## config.mk

```make
export PLATFORM = sky130hd
export DESIGN_NAME = merge2_arbiter_flat
export DESIGN_NICKNAME = d
export VERILOG_FILES = /design/src/rtl/merge2_arbiter_if.sv /design/src/rtl/merge2_arbiter.sv /design/src/flat_wrapper.sv
export SDC_FILE = /design/constraint.sdc
export NUM_CORES = 1
export LEC_CHECK = 0
export ABC_AREA = 1
export CAP_MARGIN = 20
export CORE_MARGIN = 4
export CORE_UTILIZATION = 55
export CTS_CLUSTER_DIAMETER = 40
export CTS_CLUSTER_SIZE = 16
export DETAILED_ROUTE_END_ITERATION = 16
export DONT_BUFFER_PORTS = 1
export GPL_ROUTABILITY_DRIVEN = 0
export PLACE_DENSITY = 0.7
export SLEW_MARGIN = 20
export SYNTH_ARGS = -nofsm -noshare
export SYNTH_HDL_FRONTEND = slang
export SYNTH_SLANG_ARGS = --single-unit
```

## constraint.sdc

```tcl
create_clock -name CLK -period 1.62 [get_ports CLK]
set_clock_uncertainty 0.2 [all_clocks]
set_input_delay 0.081 -clock CLK [delete_from_list [all_inputs] [get_ports CLK]]
set_output_delay 0.081 -clock CLK [all_outputs]
set_load 0.005 [all_outputs]
```

## src/rtl/merge2_arbiter_if.sv

```systemverilog
// Two-input flit merge bundle: upstream decoder channels In0/In1, merged Out channel and Locked flag.
// master drives the upstream flits and Out_ready; slave is the arbiter side.
interface merge2_arbiter_if #(
  parameter int W = 9
);
  logic [W-1:0] In0_data;
  logic         In0_valid;
  logic         In0_ready;
  logic [W-1:0] In1_data;
  logic         In1_valid;
  logic         In1_ready;
  logic [W-1:0] Out_data;
  logic         Out_valid;
  logic         Out_ready;
  logic         Locked;

  modport master (
    output In0_data, In0_valid, In1_data, In1_valid, Out_ready,
    input  In0_ready, In1_ready, Out_data, Out_valid, Locked
  );

  modport slave (
    input  In0_data, In0_valid, In1_data, In1_valid, Out_ready,
    output In0_ready, In1_ready, Out_data, Out_valid, Locked
  );
endinterface

```

## src/rtl/merge2_arbiter.sv

```systemverilog
// Purpose: packet-atomic 2:1 flit merge; grant held head->tail; MERGE2_RR_EN selects round-robin, else In0 fixed priority.
// Latency: one cycle (registered output), one flit per cycle sustained.
// Backpressure: input ready only when the output register is empty or draining; Out_data held while stalled.
module merge2_arbiter #(
  parameter int W = 9
) (
  input logic          CLK,
  input logic          RESET,
  merge2_arbiter_if.slave bus
);

  typedef enum logic [1:0] {
    IDLE  = 2'd0,
    LOCK0 = 2'd1,
    LOCK1 = 2'd2
  } state_t;

  state_t         state;
  state_t         state_nxt;
  logic           space;
  logic           grant;
  logic           rdy0;
  logic           rdy1;
  logic           xfer0;
  logic           xfer1;
  logic           load;
  logic [W-1:0]   flit;
  logic [W-1:0]   out_data_q;
  logic           out_valid_q;
`ifdef MERGE2_RR_EN
  logic           last;
`endif

  always_comb begin
    state_nxt = state;
    grant     = 1'b0;
    rdy0      = 1'b0;
    rdy1      = 1'b0;
    space     = !out_valid_q || bus.Out_ready;
    case (state)
      IDLE: begin
        if (bus.In0_valid && bus.In1_valid) begin
`ifdef MERGE2_RR_EN
          grant = !last;
`else
          grant = 1'b0;
`endif
        end else begin
          grant = bus.In1_valid;
        end
        rdy0 = space && !grant;
        rdy1 = space && grant;
      end
      LOCK0:   rdy0 = space;
      LOCK1:   rdy1 = space;
      default: state_nxt = IDLE;
    endcase
    // Readys are combinational, so they must be masked while reset is held.
    if (RESET) begin
      rdy0 = 1'b0;
      rdy1 = 1'b0;
    end
    xfer0 = bus.In0_valid && rdy0;
    xfer1 = bus.In1_valid && rdy1;
    load  = xfer0 || xfer1;
    flit  = xfer1 ? bus.In1_data : bus.In0_data;
    if (load) begin
      if (flit[W-1]) state_nxt = IDLE;
      else           state_nxt = xfer1 ? LOCK1 : LOCK0;
    end
  end

  always_ff @(posedge CLK or posedge RESET) begin
    if (RESET) begin
      state       <= IDLE;
      out_data_q  <= '0;
      out_valid_q <= 1'b0;
    end else begin
      state <= state_nxt;
      if (load) begin
        out_data_q  <= flit;
        out_valid_q <= 1'b1;
      end else if (bus.Out_ready) begin
        out_valid_q <= 1'b0;
      end
    end
  end

`ifdef MERGE2_RR_EN
  // Pointer moves only on a completed packet, so In0 wins the first contention after reset.
  always_ff @(posedge CLK or posedge RESET) begin
    if (RESET)                  last <= 1'b1;
    else if (load && flit[W-1]) last <= xfer1;
  end
`endif

  assign bus.In0_ready = rdy0;
  assign bus.In1_ready = rdy1;
  assign bus.Out_data  = out_data_q;
  assign bus.Out_valid = out_valid_q;
  assign bus.Locked    = (state != IDLE);

endmodule

```

## src/flat_wrapper.sv

```systemverilog
// flat-port wrapper written by rule: the top's interface ports become plain ports
module merge2_arbiter_flat 
#(
  parameter int W = 9
)
  (CLK, RESET, bus_In0_data, bus_In0_valid, bus_In1_data, bus_In1_valid, bus_Out_ready, bus_In0_ready, bus_In1_ready, bus_Out_data, bus_Out_valid, bus_Locked);
  merge2_arbiter_if #(.W(W)) bus_i ();
  input logic CLK;
  input logic RESET;
  input wire logic [$bits(bus_i.In0_data)-1:0] bus_In0_data;
  input wire logic [$bits(bus_i.In0_valid)-1:0] bus_In0_valid;
  input wire logic [$bits(bus_i.In1_data)-1:0] bus_In1_data;
  input wire logic [$bits(bus_i.In1_valid)-1:0] bus_In1_valid;
  input wire logic [$bits(bus_i.Out_ready)-1:0] bus_Out_ready;
  output wire logic [$bits(bus_i.In0_ready)-1:0] bus_In0_ready;
  output wire logic [$bits(bus_i.In1_ready)-1:0] bus_In1_ready;
  output wire logic [$bits(bus_i.Out_data)-1:0] bus_Out_data;
  output wire logic [$bits(bus_i.Out_valid)-1:0] bus_Out_valid;
  output wire logic [$bits(bus_i.Locked)-1:0] bus_Locked;
  assign bus_i.In0_data = bus_In0_data;
  assign bus_i.In0_valid = bus_In0_valid;
  assign bus_i.In1_data = bus_In1_data;
  assign bus_i.In1_valid = bus_In1_valid;
  assign bus_i.Out_ready = bus_Out_ready;
  assign bus_In0_ready = bus_i.In0_ready;
  assign bus_In1_ready = bus_i.In1_ready;
  assign bus_Out_data = bus_i.Out_data;
  assign bus_Out_valid = bus_i.Out_valid;
  assign bus_Locked = bus_i.Locked;
  merge2_arbiter #(.W(W)) u_core (.CLK(CLK), .RESET(RESET), .bus(bus_i));
endmodule
```

==> Word level (Yosys, flattened, before mapping) <==
Cells that the tools add are included.
{ "word_totals": {"reg_bits": 12, "out_inout_bits": 13} }
{ "op_classes": {"n_eq_ne": 3, "n_mux": 13, "reduce_logical": 13} }
{ "op_table": {"columns": ["op", "n"], "rows": [
  ["$mux 9", 1],
  ["$mux 2", 4],
  ["$mux 1", 6],
  ["$logic_and 1x1->1", 5],
  ["$pmux 1 s2", 2],
  ["$reduce_bool 2->1", 2],
  ["$reduce_or 3->1", 1],
  ["$eq 2x1->1 const B", 1],
  ["$eq 2x2->1 const B", 1],
  ["$logic_not 1->1", 2],
  ["$logic_not 2->1", 1],
  ["$logic_or 1x1->1", 2],
  ["$ne 2x1->1 const B", 1]
]} }

==> Logic depth before layout (Yosys ltp) <==
{ "depth": {"word_depth": 10, "mapped_depth": 8, "ltp_nobuf": 8} }

==> Worst setup path before layout <==
OpenSTA, ideal clock, no wires.
{ "synth_path": {"path_type": "register to register", "start": "reg u_core.state[0]", "end": "reg u_core.out_data_q[0] (netlist: u_core.bus.Out_data[0])", "n_path_buf": 1, "arrival_ns": 0.970, "setup_ns": 0.121, "required_ns": 1.299, "setup_slack_ns": 0.330, "synth_period_minus_slack_ns": 1.290, "stages_incl_launch_ff": 8, "path_cell_list": "dfrtp_1 > inv_2 > nand2_2 > nor2_4 > nand3_2 > buf_6 > nand3_2 > nand3_2"} }
{ "synth_via": {"elab_chain_len": 5, "word_cells_on_any_way": 11} }
{ "synth_lines": {"columns": ["element", "line_no", "rtl"], "rows": [
  ["start, declared", "merge2_arbiter.sv:18", "state_t state;"],
  ["start signal, assigned", "merge2_arbiter.sv:79", "state <= state_nxt;"],
  ["$eq 2x2->1, or another cell as far along", "merge2_arbiter.sv:40", "case (state)"],
  ["$pmux 1 s2", "merge2_arbiter.sv:40", null],
  ["$mux 1", "merge2_arbiter.sv:59", "if (RESET) begin"],
  ["$logic_and 1x1->1, on equally long branches", "merge2_arbiter.sv:64, merge2_arbiter.sv:63", null],
  ["$mux 9 / $logic_or 1x1->1 (equally long branches)", "merge2_arbiter.sv:66, merge2_arbiter.sv:65", null],
  ["end signal, assigned", "merge2_arbiter.sv:81", "out_data_q <= flit;"],
  ["end, declared", "merge2_arbiter.sv:28", "logic [W-1:0] out_data_q;"]
]} }
Several ways; a longest one is shown, not always the timed one.
A chain may end at the register's enable or synchronous reset.

==> Worst setup path after layout <==
{ "layout_path": {"start": "reg u_core.state[0]", "end": "out bus_In1_ready"} }
{ "layout_via": {"elab_chain_len": 3, "word_cells_on_any_way": 4} }
{ "layout_lines": {"columns": ["element", "line_no", "rtl"], "rows": [
  ["$eq 2x2->1 / $logic_not 2->1 (equally long branches)", "merge2_arbiter.sv:40", null],
  ["$pmux 1 s2 *", "merge2_arbiter.sv:40", null],
  ["$mux 1 *", "merge2_arbiter.sv:59", null],
  ["end, declared", "flat_wrapper.sv:16", "output wire logic [$bits(bus_i.In1_ready)-1:0] bus_In1_ready;"]
]} }
Mark *: on every way between the ends. The rest lies on a longest branch, timed or not.

==> metrics.md <==
| Metric | Value |
|---|---|
| Status | `complete, but fails checks` |
| Setup violators final | `0` |
| Num CTS Buffers | `3` |
| Root Buffer | `clkbuf_4` |
| Max_slew headroom | `86.1%` |
| First DRT Iteration DRCs | `8` |
| Syn avg cell area | `between 9 and 10 sq um` |
| Fmax | `around 670 MHz` |
| H-tree depth | `1` |
| Cell variety after synth | `15` |
| Initial core utilization | `about three fifths` |
| Worst skew pair latency | `about 0.28 ns` |
| CP max stage cell | `dfrtp_1` |
| Die Span Y | `between 40 and 50 microns` |
| Routed vias | `about 660` |
| Net Count, Synth | `between 100 and 150` |
| Filler cell count in the final layout | `90` |
| Commonest non-fill, non-tap cell in the layout | `nand3_2` |
| Crit path max fanout | `9` |
| Drt pass-1 iters | `3` |
| CP endpoint kind | `output pin` |
| Final Power | `about 0.94 mW` |
| Resized cells post-CTS | `0` |
| Instance count of the mapped netlist | `roughly 80` |
| I/O pins | `36` |
| CP max stage delay | `about 0.41 ns` |
| Slew Viols, Final | `0` |
| Period minus WS final | `1.50 ns` |
| Seq. cell area | `roughly 300 sq um` |
| Buf/Inv on CP | `1` |
| # Post-CTS Setup Buffers | `0` |
| P per Cell Area | `slightly above 900 mW/mm^2` |
| Final hold violations | `11` |
| Worst IR Drop VDD | `~0.00043 V` |
| Yosys reg bits | `12` |
| Mapped cell area | `approximately 800 sq um` |
| Final instance area | `just over 0.001 sq mm` |
| Crit path max-delay family | `simple AND/OR/NAND/NOR gates` |
| Critical Path RT | `1.34 ns` |
| P&R area growth vs syn | `28.5%` |
| Worst Tran Pin Value | `between 0.2 and 0.25 ns` |
| Startpoint type of the worst setup path | `flop` |
| Failing checks | `negative hold slack` |
| Layout cell share with drive strength beyond 1 | `approximately two fifths` |
| Total congestion overflow | `0` |
| Nets | `130` |
| Cells along the critical path | `inv_2 -> nand2_2 -> nor2_4 -> and2_4` |
| Max cap viols | `0` |
| Crit path kind | `reg -> out` |
| Crit share post-route | `92.5%` |
| CTS Buffer Depth | `2` |
| Area occupied by multi-input gates | `409 sq um` |
| Critical Path AT | `1.22 ns` |
| Hold bufs inserted after CTS | `17` |
| Routed length per instance | `15.8 microns` |
| Routed Antenna Nets | `0` |
| LEAKAGE | `between 0.5 and 0.6 nW` |
| Post-DP Area | `slightly below 800 sq um` |
| First-pass GRT wire length | `slightly above 3000 microns` |
| Setup TNS | `0 ns` |
| Core Rows | `13` |
| Count of input and output buffers | `0` |
| Hold Path Class | `in -> reg` |
| Inserted Diodes | `0` |
| Unrepaired setup endpoints after global routing | `false` |
| Global-route usage over all layers | `20.6%` |
| CTS tree | `yes` |
| Commonest non-fill, non-tap cells in the layout | `26 x nand3_2, 20 x dlygate4sd3_1, 19 x nand2_1, 12 x dfrtp_1, 6 x inv_1` |
| Sequential-to-total area share from yosys stat | `about 37%` |
| Maximum number of pins on one net before global-route repair | `13` |
| Worst hold slack | `-0.266 ns` |
| Final HPWL DP | `between 1000 and 1500 microns` |
| Die ar. | `roughly 0.0021 sq mm` |
| Die width | `approximately 46 microns` |
| Yosys warning total | `0` |
| DRC Markers | `0` |
| Routed WL | `approximately 1900 microns` |
| Clk sinks | `12` |
| Routed vias/inst | `approximately 5.5` |
| CTS clk-pin slew, worst paths | `roughly 0.090 ns` |
| Core ar. | `roughly 0.0013 sq mm` |
| Antenna violations before repair | `0` |
| Vias in the first global route | `719` |
Yosys cell counts:
library cell  instances  area [sq um]
nor2_1                1          3.75
nand4_1               3          18.8
nand3_1               1          5.00
dfrtp_1              12           300
nand2_1              19          71.3
a31oi_1               1          6.26
and2_4                1          8.76
nand2_2               2          12.5
inv_1                 6          22.5
nor2_4                2          22.5
buf_12                1          20.0
nand3_2              26           260
clkbuf_8              1          13.8
inv_2                 4          15.0
buf_6                 2          22.5
final cells by class:
class                   instances  area share [%]
clock buffers                   4            3.52
multi-input cells              56            39.6
well taps                      15            1.82
flip-flops and latches         12            29.1
inverters                      10            3.64
repair buffers                 24            22.3
cell families after synthesis:
group,Yosys count,share of synthesized area (%)
AO/OA/AOI/OAI,1,0.779
AND/OR/NAND/NOR,55,50.2
flip-flops,12,37.4
buffers and inverters,14,11.7
stage by stage:
step	instances	setup WS, ns	utilization (%)	hold slack, ns
2_1_floorplan	82	0.330	-	-0.312
3_3_place_gp	97	0.192	59.7	-0.222
3_5_place_dp	97	0.163	59.7	-0.217
4_1_cts	118	0.129	75.1	-0.264
5_1_grt	121	0.0485	77.4	-0.266
6_report	121	0.121	77.4	-0.266
power by group:
group          internal (mW)  switching (mW)  total [mW]
Combinational          0.123           0.133       0.257
Sequential             0.369          0.0650       0.434
Clock                  0.137           0.116       0.253
sequential cells by signal (all words and copies together), names as in the netlist:
register and cells:
u_core.state 2, u_core.bus.Out_data 9, u_core.bus.Out_valid 1
final timing paths:
kind | endpoint | slack [ns] | start | depth (start not counted)
worst max-delay path | bus_In1_ready | 0.12 | u_core.state[0] | 4
worst min-delay path | u_core.bus.Out_data[1] | -0.27 | bus_In1_valid | 2
worst max register to register | u_core.bus.Out_data[2] | 0.12 | u_core.bus.Out_valid | 7
worst min register to register | u_core.bus.Out_data[8] | 0.31 | u_core.bus.Out_data[8] | 2
max in group asynchronous | u_core.bus.Out_data[2] | 1.01 | RESET | 3
min in group asynchronous | u_core.bus.Out_data[8] | 0.05 | RESET | 3
layer usage:
metal | vias up | part of all wire, % | GRT usage (%)
met2 | 26 | 55 | 38.5
met5 | - | 0 | 0
li1 | 317 | - | -
met1 | 312 | 37 | 21.3
met4 | 0 | 1.8 | 8.52
met3 | 6 | 6.0 | 5.08
worst reg2reg max path, delay by kind of cell, from the launching register on:
kind	cells	cell delay [ns]
buffers and inverters	3	0.40
flip-flops	1	0.40
AND/OR/NAND/NOR	4	0.37
(Power assumes the default switching activity.)
